--- src/rtl/seq_mul_32_if.sv ---
// Start/done handshake and operand/result bus for the iterative multiplier.
interface seq_mul_32_if #(
  parameter int WIDTH = 32
);
  logic             start;
  logic             is_signed;
  logic [WIDTH-1:0] a;
  logic [WIDTH-1:0] b;
  logic             busy;
  logic             done;
  logic [WIDTH-1:0] product_hi;
  logic [WIDTH-1:0] product_lo;

  // Requester side: issues operands, watches status and result.
  modport master (
    output start, is_signed, a, b,
    input  busy, done, product_hi, product_lo
  );

  // Multiplier side.
  modport slave (
    input  start, is_signed, a, b,
    output busy, done, product_hi, product_lo
  );
endinterface

--- src/rtl/seq_mul_32.sv ---
// Iterative shift-add multiplier: one partial-product accumulation per clock,
// signed operands handled as magnitudes with a final conditional negation.
module seq_mul_32 #(
  parameter int WIDTH = 32
) (
  input  logic         clk,
  input  logic         rst_n,
  seq_mul_32_if.slave  bus
);

  localparam int CNT_W = $clog2(WIDTH);

  typedef enum logic [1:0] {
    IDLE,
    RUN,
    FIX,
    DONE
  } state_t;

  state_t             state;
  logic               neg;
  logic [WIDTH-1:0]   mcand;
  logic [WIDTH-1:0]   mplier;
  logic [WIDTH-1:0]   acc;
  logic [CNT_W-1:0]   cnt;
  logic               busy_q;
  logic               done_q;
  logic [WIDTH-1:0]   prod_hi_q;
  logic [WIDTH-1:0]   prod_lo_q;

  logic [WIDTH-1:0]   a_mag;
  logic [WIDTH-1:0]   b_mag;
  logic [WIDTH:0]     sum;
  logic [2*WIDTH-1:0] fixed;

  // Operand magnitudes, one adder step, and the sign-corrected result.
  // The most-negative operand negates to itself, which read as unsigned is
  // exactly its magnitude 2^(WIDTH-1).
  always_comb begin
    a_mag = (bus.is_signed && bus.a[WIDTH-1]) ? (~bus.a + WIDTH'(1)) : bus.a;
    b_mag = (bus.is_signed && bus.b[WIDTH-1]) ? (~bus.b + WIDTH'(1)) : bus.b;
    sum   = {1'b0, acc} + (mplier[0] ? {1'b0, mcand} : {(WIDTH+1){1'b0}});
    fixed = neg ? (~{acc, mplier} + (2*WIDTH)'(1)) : {acc, mplier};
  end

  // Control FSM and datapath registers; all outputs are registered.
  always_ff @(posedge clk or negedge rst_n) begin
    if (!rst_n) begin
      state     <= IDLE;
      neg       <= 1'b0;
      mcand     <= '0;
      mplier    <= '0;
      acc       <= '0;
      cnt       <= '0;
      busy_q    <= 1'b0;
      done_q    <= 1'b0;
      prod_hi_q <= '0;
      prod_lo_q <= '0;
    end else begin
      case (state)
        IDLE: begin
          if (bus.start) begin
            state  <= RUN;
            busy_q <= 1'b1;
            neg    <= bus.is_signed & (bus.a[WIDTH-1] ^ bus.b[WIDTH-1]);
            mcand  <= a_mag;
            mplier <= b_mag;
            acc    <= '0;
            cnt    <= '0;
          end
        end
        RUN: begin
          // {carry, acc, mplier} shifted right by one after the add.
          acc    <= sum[WIDTH:1];
          mplier <= {sum[0], mplier[WIDTH-1:1]};
          cnt    <= cnt + CNT_W'(1);
          if (cnt == CNT_W'(WIDTH - 1)) begin
            state <= FIX;
          end
        end
        FIX: begin
          prod_hi_q <= fixed[2*WIDTH-1:WIDTH];
          prod_lo_q <= fixed[WIDTH-1:0];
          busy_q    <= 1'b0;
          done_q    <= 1'b1;
          state     <= DONE;
        end
        DONE: begin
          done_q <= 1'b0;
          state  <= IDLE;
        end
        default: begin
          state  <= IDLE;
          busy_q <= 1'b0;
          done_q <= 1'b0;
        end
      endcase
    end
  end

  assign bus.busy       = busy_q;
  assign bus.done       = done_q;
  assign bus.product_hi = prod_hi_q;
  assign bus.product_lo = prod_lo_q;

endmodule

--- src/flat_wrapper.sv ---
// flat-port wrapper written by rule: the top's interface ports become plain ports
module seq_mul_32_flat 
#(
  parameter int WIDTH = 32
)
  (clk, rst_n, bus_start, bus_is_signed, bus_a, bus_b, bus_busy, bus_done, bus_product_hi, bus_product_lo);
  seq_mul_32_if #(.WIDTH(WIDTH)) bus_i ();
  input  logic clk;
  input  logic rst_n;
  input wire logic [$bits(bus_i.start)-1:0] bus_start;
  input wire logic [$bits(bus_i.is_signed)-1:0] bus_is_signed;
  input wire logic [$bits(bus_i.a)-1:0] bus_a;
  input wire logic [$bits(bus_i.b)-1:0] bus_b;
  output wire logic [$bits(bus_i.busy)-1:0] bus_busy;
  output wire logic [$bits(bus_i.done)-1:0] bus_done;
  output wire logic [$bits(bus_i.product_hi)-1:0] bus_product_hi;
  output wire logic [$bits(bus_i.product_lo)-1:0] bus_product_lo;
  assign bus_i.start = bus_start;
  assign bus_i.is_signed = bus_is_signed;
  assign bus_i.a = bus_a;
  assign bus_i.b = bus_b;
  assign bus_busy = bus_i.busy;
  assign bus_done = bus_i.done;
  assign bus_product_hi = bus_i.product_hi;
  assign bus_product_lo = bus_i.product_lo;
  seq_mul_32 #(.WIDTH(WIDTH)) u_core (.clk(clk), .rst_n(rst_n), .bus(bus_i));
endmodule
--- config.mk ---
export PLATFORM = sky130hd
export DESIGN_NAME = seq_mul_32_flat
export DESIGN_NICKNAME = d
export VERILOG_FILES = /design/src/rtl/seq_mul_32_if.sv /design/src/rtl/seq_mul_32.sv /design/src/flat_wrapper.sv
export SDC_FILE = /design/constraint.sdc
export NUM_CORES = 1
export LEC_CHECK = 0
export CORE_ASPECT_RATIO = 1.25
export CORE_MARGIN = 5
export CORE_UTILIZATION = 60
export CTS_CLUSTER_DIAMETER = 150
export CTS_CLUSTER_SIZE = 30
export DETAILED_ROUTE_END_ITERATION = 12
export GPL_TIMING_DRIVEN = 0
export PLACE_DENSITY = 0.87
export RECOVER_POWER = 50
export SLEW_MARGIN = 20
export SYNTH_ARGS = -nofsm -noshare
export SYNTH_HDL_FRONTEND = slang
export SYNTH_SLANG_ARGS = --single-unit
--- constraint.sdc ---
create_clock -name clk -period 5.93 [get_ports clk]
set_clock_uncertainty 0.2 [all_clocks]
set_input_delay 0.8895 -clock clk [delete_from_list [all_inputs] [get_ports clk]]
set_output_delay 0.8895 -clock clk [all_outputs]
set_load 0.01 [all_outputs]
==> flow_summary.toml, run 1 <==
[layout]
area_delta_synth_final_pct = 19.4
diodes = 0
drive_gt1_share_pct = 3.49
fin_nets = 1617
fillers = 1472
final_core_util_pct = 72.2

[synthesis]
synth_cell_type_count = 65
synth_nets = 1464
syn_inst = 1354
synth_seq_area_share_pct = 37.8
ys_ff_latch = 170
syn_area_um2 = 11300
async_flop_share_pct = 100
synth_edf_count = 0
syn_avg_cell_area_um2 = 8.32
yosysWarnings = 0
ys.flop_type = "dfrtp_1"

[sta]
hold_violations = 0
grt_setup_unrepaired = "no"
fin_setup_tns_ps = 0
period_share_pct = 69.5
setup_viol = 0
max-slew-margin-rel_pct = -155
period_needed_ps = 4120
slew_viol_final = 70
tightestPinTransition_ps = 3830
max_freq_mhz = 243

[min_path]
min_path_type = "flop to flop"
holdPathEnd = "u_core.mcand[25]"
min_from = "u_core.mcand[25]"
holdPathStages = 2

[worst_setup_path]
cp_data_required_time_ps = 5390
rr_endpoint = "u_core.acc[27]"
crit_slowest_cell = "clkbuf_1"
r2r_slack_ps = 2160
cp-end-kind = "async pin"
cp-start-kind = "input port"
crit_type = "input port to async pin"
worstReg2RegStart = "u_core.mplier[0]"
r2r_cells = 10
worstPathMaxFanout = 70
crit_arrival_ps = 3580
cp.buffers_inverters = 1
critPathTopFamily = "buffers and inverters"
max_stage_delay_ps = 2640
cp_cell_sequence = "clkbuf_1"

[grt]
grt_use_total_pct = 30.6
grt_pass1_vias = 10700
met3_usage_pct = 4.41
antenna_found_initial = 0
grt_use_met2_pct = 55.9
grt_pass1_wl_um = 53100
grt_max_degree = 102
overflow = 0
use_met1_pct = 34.3
busiest_layer = "met2"

[detailed_routing]
drt_wl_total_um = 33600
drcViolationCount = 0
first_pass_iters = 7
drtAntennaViolNets = 0
wl_per_cell_um = 19.2
route.vias.total = 11000
vias_per_cell = 6.27
dr.first_iter.drc_count = 932

[cts]
htree_levels = 4
cts_resized = 0
cts.sinks = 170
clk_pin_slew_ps = 70
cts_buffers = 17
insertion_delay_ps = 430
tritoncts = "built"
cts_hold_buf = 0
cts-root-buf = "clkbuf_16"
clock_path_buffers = 2
post_cts_buffers = 0

[floorplanning]
initial_core_util_pct = 60.4
die_h_um = 163
fp.dieW_um = 133
dieArea_um2 = 21600
ios = 134
core_area_um2 = 18600
rows = 56

[power_and_ir_drop]
p_total_mw = 6.98
power_density_nw_per_um2 = 519
leakage_nw = 5.59
ir_drop_mv = 0.272

[placed_design]
io_buffers = 133
place.gp.congestion = 0.991
dp_hpwl_um = 25500

[job]
cap_violations = 1

[run_status]
status = "finished, violations left"
violations = "capacitance limit, slew limit"
## worst max-delay path by stage
stage / to / start / cells after the start
floorplan: u_core.mplier[27] / bus_b[6] / 7
finish: u_core.acc[26] / rst_n / 1
global placement: u_core.mcand[28] / rst_n / 1
detailed placement: u_core.mplier[27] / bus_b[6] / 8
CTS: u_core.mplier[27] / bus_b[6] / 8
global route: u_core.acc[26] / rst_n / 1
## area by class of cell
class	instances	area, µm²	share of cell area (%)
multi-input combinational	1085	6630	49.3
sequential	170	4250	31.6
timing repair buffer	134	1350	10.1
clock buffer	17	425	3.16
buffer	76	293	2.18
tap	232	290	2.16
clock inverter	14	116	0.865
inverter	23	86.3	0.642
## per-layer routing
layer	part of all wire, %	vias up	wire [µm]
met3	6.8	149	2280
li1	-	5111	-
met2	51	571	17100
met4	5.3	0	1770
met1	37	5143	12400
met5	0	-	0
## synth_stat cells, types with 13 or more instances
master    number  area (µm²)
xnor2_1       45         394
mux2i_1       13         130
and2_1        37         231
xor2_1        96         841
clkbuf_1      72         270
dfrtp_1      170        4250
or4_1         20         150
a21oi_1      145         726
inv_1         23        86.3
o31ai_1       28         210
nor2_1       144         541
or3_1         18         113
ha_1          41         513
o21ai_0      146         731
nor3_1        19        95.1
nand3_1       19        95.1
nand4_1       13        81.3
nand2_1      144         541
## per-stage QoR
stage	cells	worst slack [ps]	area, µm²	hold slack [ps]
2_1_floorplan	1354	2720	11300	242
3_3_place_gp	1719	-2910	12900	254
3_5_place_dp	1720	1690	12900	264
4_1_cts	1751	2120	13500	215
5_1_grt	1751	1080	13500	289
6_report	1751	1810	13500	272
## layout by cell type (no fill, tap or decap), drive strengths merged, types with 19 or more instances in the layout
cell           instances
o21ai                148
clkbuf                91
a21oi                145
dlygate4sd3           31
ha                    41
nand3                 19
clkdlybuf4s50        101
or4                   23
nand2                144
nor2                 144
xnor2                 45
and2                  37
o31ai                 28
dfrtp                170
nor3                  20
xor2                  96
inv                   28
## registers in the layout, summed over array words and instances, names as in the netlist, 2 cells and up
register	count
u_core.mcand	32
u_core.acc	32
u_core.bus.product_hi	32
u_core.cnt	5
u_core.bus.product_lo	32
u_core.state	2
u_core.mplier	32
## power by group
group / internal, mW / switching, mW
combinational: 1.46 / 2.22
sequential: 1.71 / 0.533
clock: 0.543 / 0.506
## cells by family after synthesis
family	synth area share, %
and+or+nand+nor	20.4
AOI/OAI and AO/OA	21.5
DFF	37.8
xor gates and xnor gates	11.0
buffers and inverters	3.37
adders and majority gates	4.73
muxes	1.25
Power figures use the tool's default switching activity.
==> inputs of run 2 (changes only) <==
- CORE_UTILIZATION: 60 -> 52
- PLACE_DENSITY: 0.87 -> 0.8
- clock period: 5.93 -> 3.35 ns (I/O delays scaled with it)
==> run 2 against run 1 <==
  * Global-route usage decreased by 4.0 points
  * The flow still finishes with violations (capacitance limit, slew limit)
  * Sequential share of layout area decreased by 0.83 points
  * Utilization decreased by 7.8 points
  * Non-clock buffer count up 9
  * Clock power grew 94%
  * Via count is 1.3% lower
  * First-iteration DRC count grew 2.9%
==> flow_summary.toml, run 2 (synthesis gave the netlist of run 1 again) <==
[grt]
grt_pass1_vias = 10700
antenna_found_initial = 0
grt_use_total_pct = 26.6
grt_pass1_wl_um = 53000
grt_max_degree = 104
overflow = 0

[worst_setup_path]
critPathLaunch = "u_core.acc[7]"
crit_type = "flop to flop"
cp-start-kind = "flop"
crit_arrival_ps = 3410
worstPathMaxFanout = 7
worstReg2RegStart = "u_core.acc[7]"
cp-end-kind = "flop"
cp_data_required_time_ps = 3440

[power_and_ir_drop]
combPwrFrac_pct = 52.8
clkPwrFrac_pct = 16.1
p_int_mw = 6.85
p_switching_mw = 5.84
leakage_nw = 5.71
power_density_nw_per_um2 = 918
seqPwrFrac_pct = 31.2
p_total_mw = 12.7
power_switching_share_pct = 46.0
ir_drop_mv = 0.486

[sta]
hold_violations = 0
slew_viol_final = 68
period_needed_ps = 3310
max_freq_mhz = 302
max-slew-margin-rel_pct = -15.2
grt_setup_unrepaired = "yes"
tightestPinTransition_ps = 1730
setup_viol = 0
period_share_pct = 98.9

[cts]
htree_levels = 4
clk_pin_slew_ps = 70
insertion_delay_ps = 440
cts_buffers = 17
tritoncts = "built"
cts.sinks = 170
cts-root-buf = "clkbuf_16"
clock_path_buffers = 2

[floorplanning]
dieArea_um2 = 24700
fp.dieW_um = 142
core_area_um2 = 21500
initial_core_util_pct = 52.5
die_h_um = 175
ios = 134
rows = 60

[placed_design]
dp_hpwl_um = 24900
place.gp.congestion = 0.952
io_buffers = 133

[run_status]
status = "finished, violations left"
violations = "capacitance limit, slew limit"

[detailed_routing]
dr.first_iter.drc_count = 959
route.vias.total = 10800
first_pass_iters = 7
drt_wl_total_um = 33200
vias_per_cell = 5.98
drtAntennaViolNets = 0
wl_per_cell_um = 18.4
drcViolationCount = 0

[layout]
fillers = 1882
final_common_cell = "dfrtp_1"
area_delta_synth_final_pct = 22.7
drive_gt1_share_pct = 5.95
fin_nets = 1626
layout_common_cells = "dfrtp_1, o21ai_0, nand2_1, nor2_1, a21oi_1"
final_core_util_pct = 64.4

[job]
cap_violations = 1

[min_path]
min_path_type = "flop to flop"
min_from = "u_core.mcand[5]"
[run 2: path summary, 6_finish.rpt]
path | endpoint | slack, ps | cells past startpoint
min in group asynchronous | u_core.bus.product_lo[24] | 870 | 2
max in group asynchronous | u_core.mplier[0] | 830 | 3
min | u_core.mcand[5] | 270 | 2
max | u_core.bus.product_hi[22] | 40 | 7
max reg2reg | u_core.bus.product_hi[22] | 40 | 7
min reg2reg | u_core.mcand[5] | 270 | 2
[run 2: final cells by class]
class                      instances  area [µm²]  share of cell area [%]
clock buffer                      17         425                    3.08
sequential                       170        4260                    30.8
buffer                            73         282                    2.04
antenna                            1        2.50                  0.0181
multi-input combinational       1085        6780                    49.1
clock inverter                    15         179                    1.29
timing repair buffer             146        1460                    10.6
tap                              279         349                    2.53
inverter                          23        86.3                   0.625
[run 2: through the flow]
step | hold WS (ps) | std cells | TNS [ps] | setup WS [ps] | area (µm²)
floorplan | 6.91 | 1354 | 0 | 234 | 11300
global placement | 257 | 1766 | -887270 | -5180 | 12900
detailed placement | 262 | 1767 | -10880 | -614 | 13000
CTS | 277 | 1806 | 0 | 6.08 | 13700
global route | 301 | 1808 | -23.4 | -15.8 | 13800
finish | 272 | 1809 | 0 | 36.0 | 13800
[run 2: layer usage]
metal  vias up  GRT usage [%]  share of wire, %
met4         0           13.8               5.2
met5         -              0                 0
met3       135           4.76               6.6
met1      5078           31.4                39
li1       5135              -                 -
met2       478           45.9                49
[run 2: power groups by stage]
stage          clock network, mW  logic [mW]  registers (mW)
2_1_floorplan                  0        4.01            3.89
3_3_place_gp                   0        6.31            3.93
3_5_place_dp                   0        6.47            3.96
4_1_cts                     2.04        6.59            3.93
5_1_grt                     2.14        7.39            4.09
6_report                    2.04        6.70            3.96
[run 2: repair_timing]
action	4_1_cts	5_1_grt
buffers inserted	6	5
setup endpoints to repair	35	26
hold buffers	1	0
pin swaps	4	7
hold endpoints to repair	67	0
resized for setup	15	22
[run 2: worst max-delay path, stage by stage, from the launching register on]
cell,delay (ps)
dfrtp_2,410
or4_4,520
or2_4,290
or4_4,520
or4_4,520
o41ai_4,320
xor2_1,270
a21oi_1,110
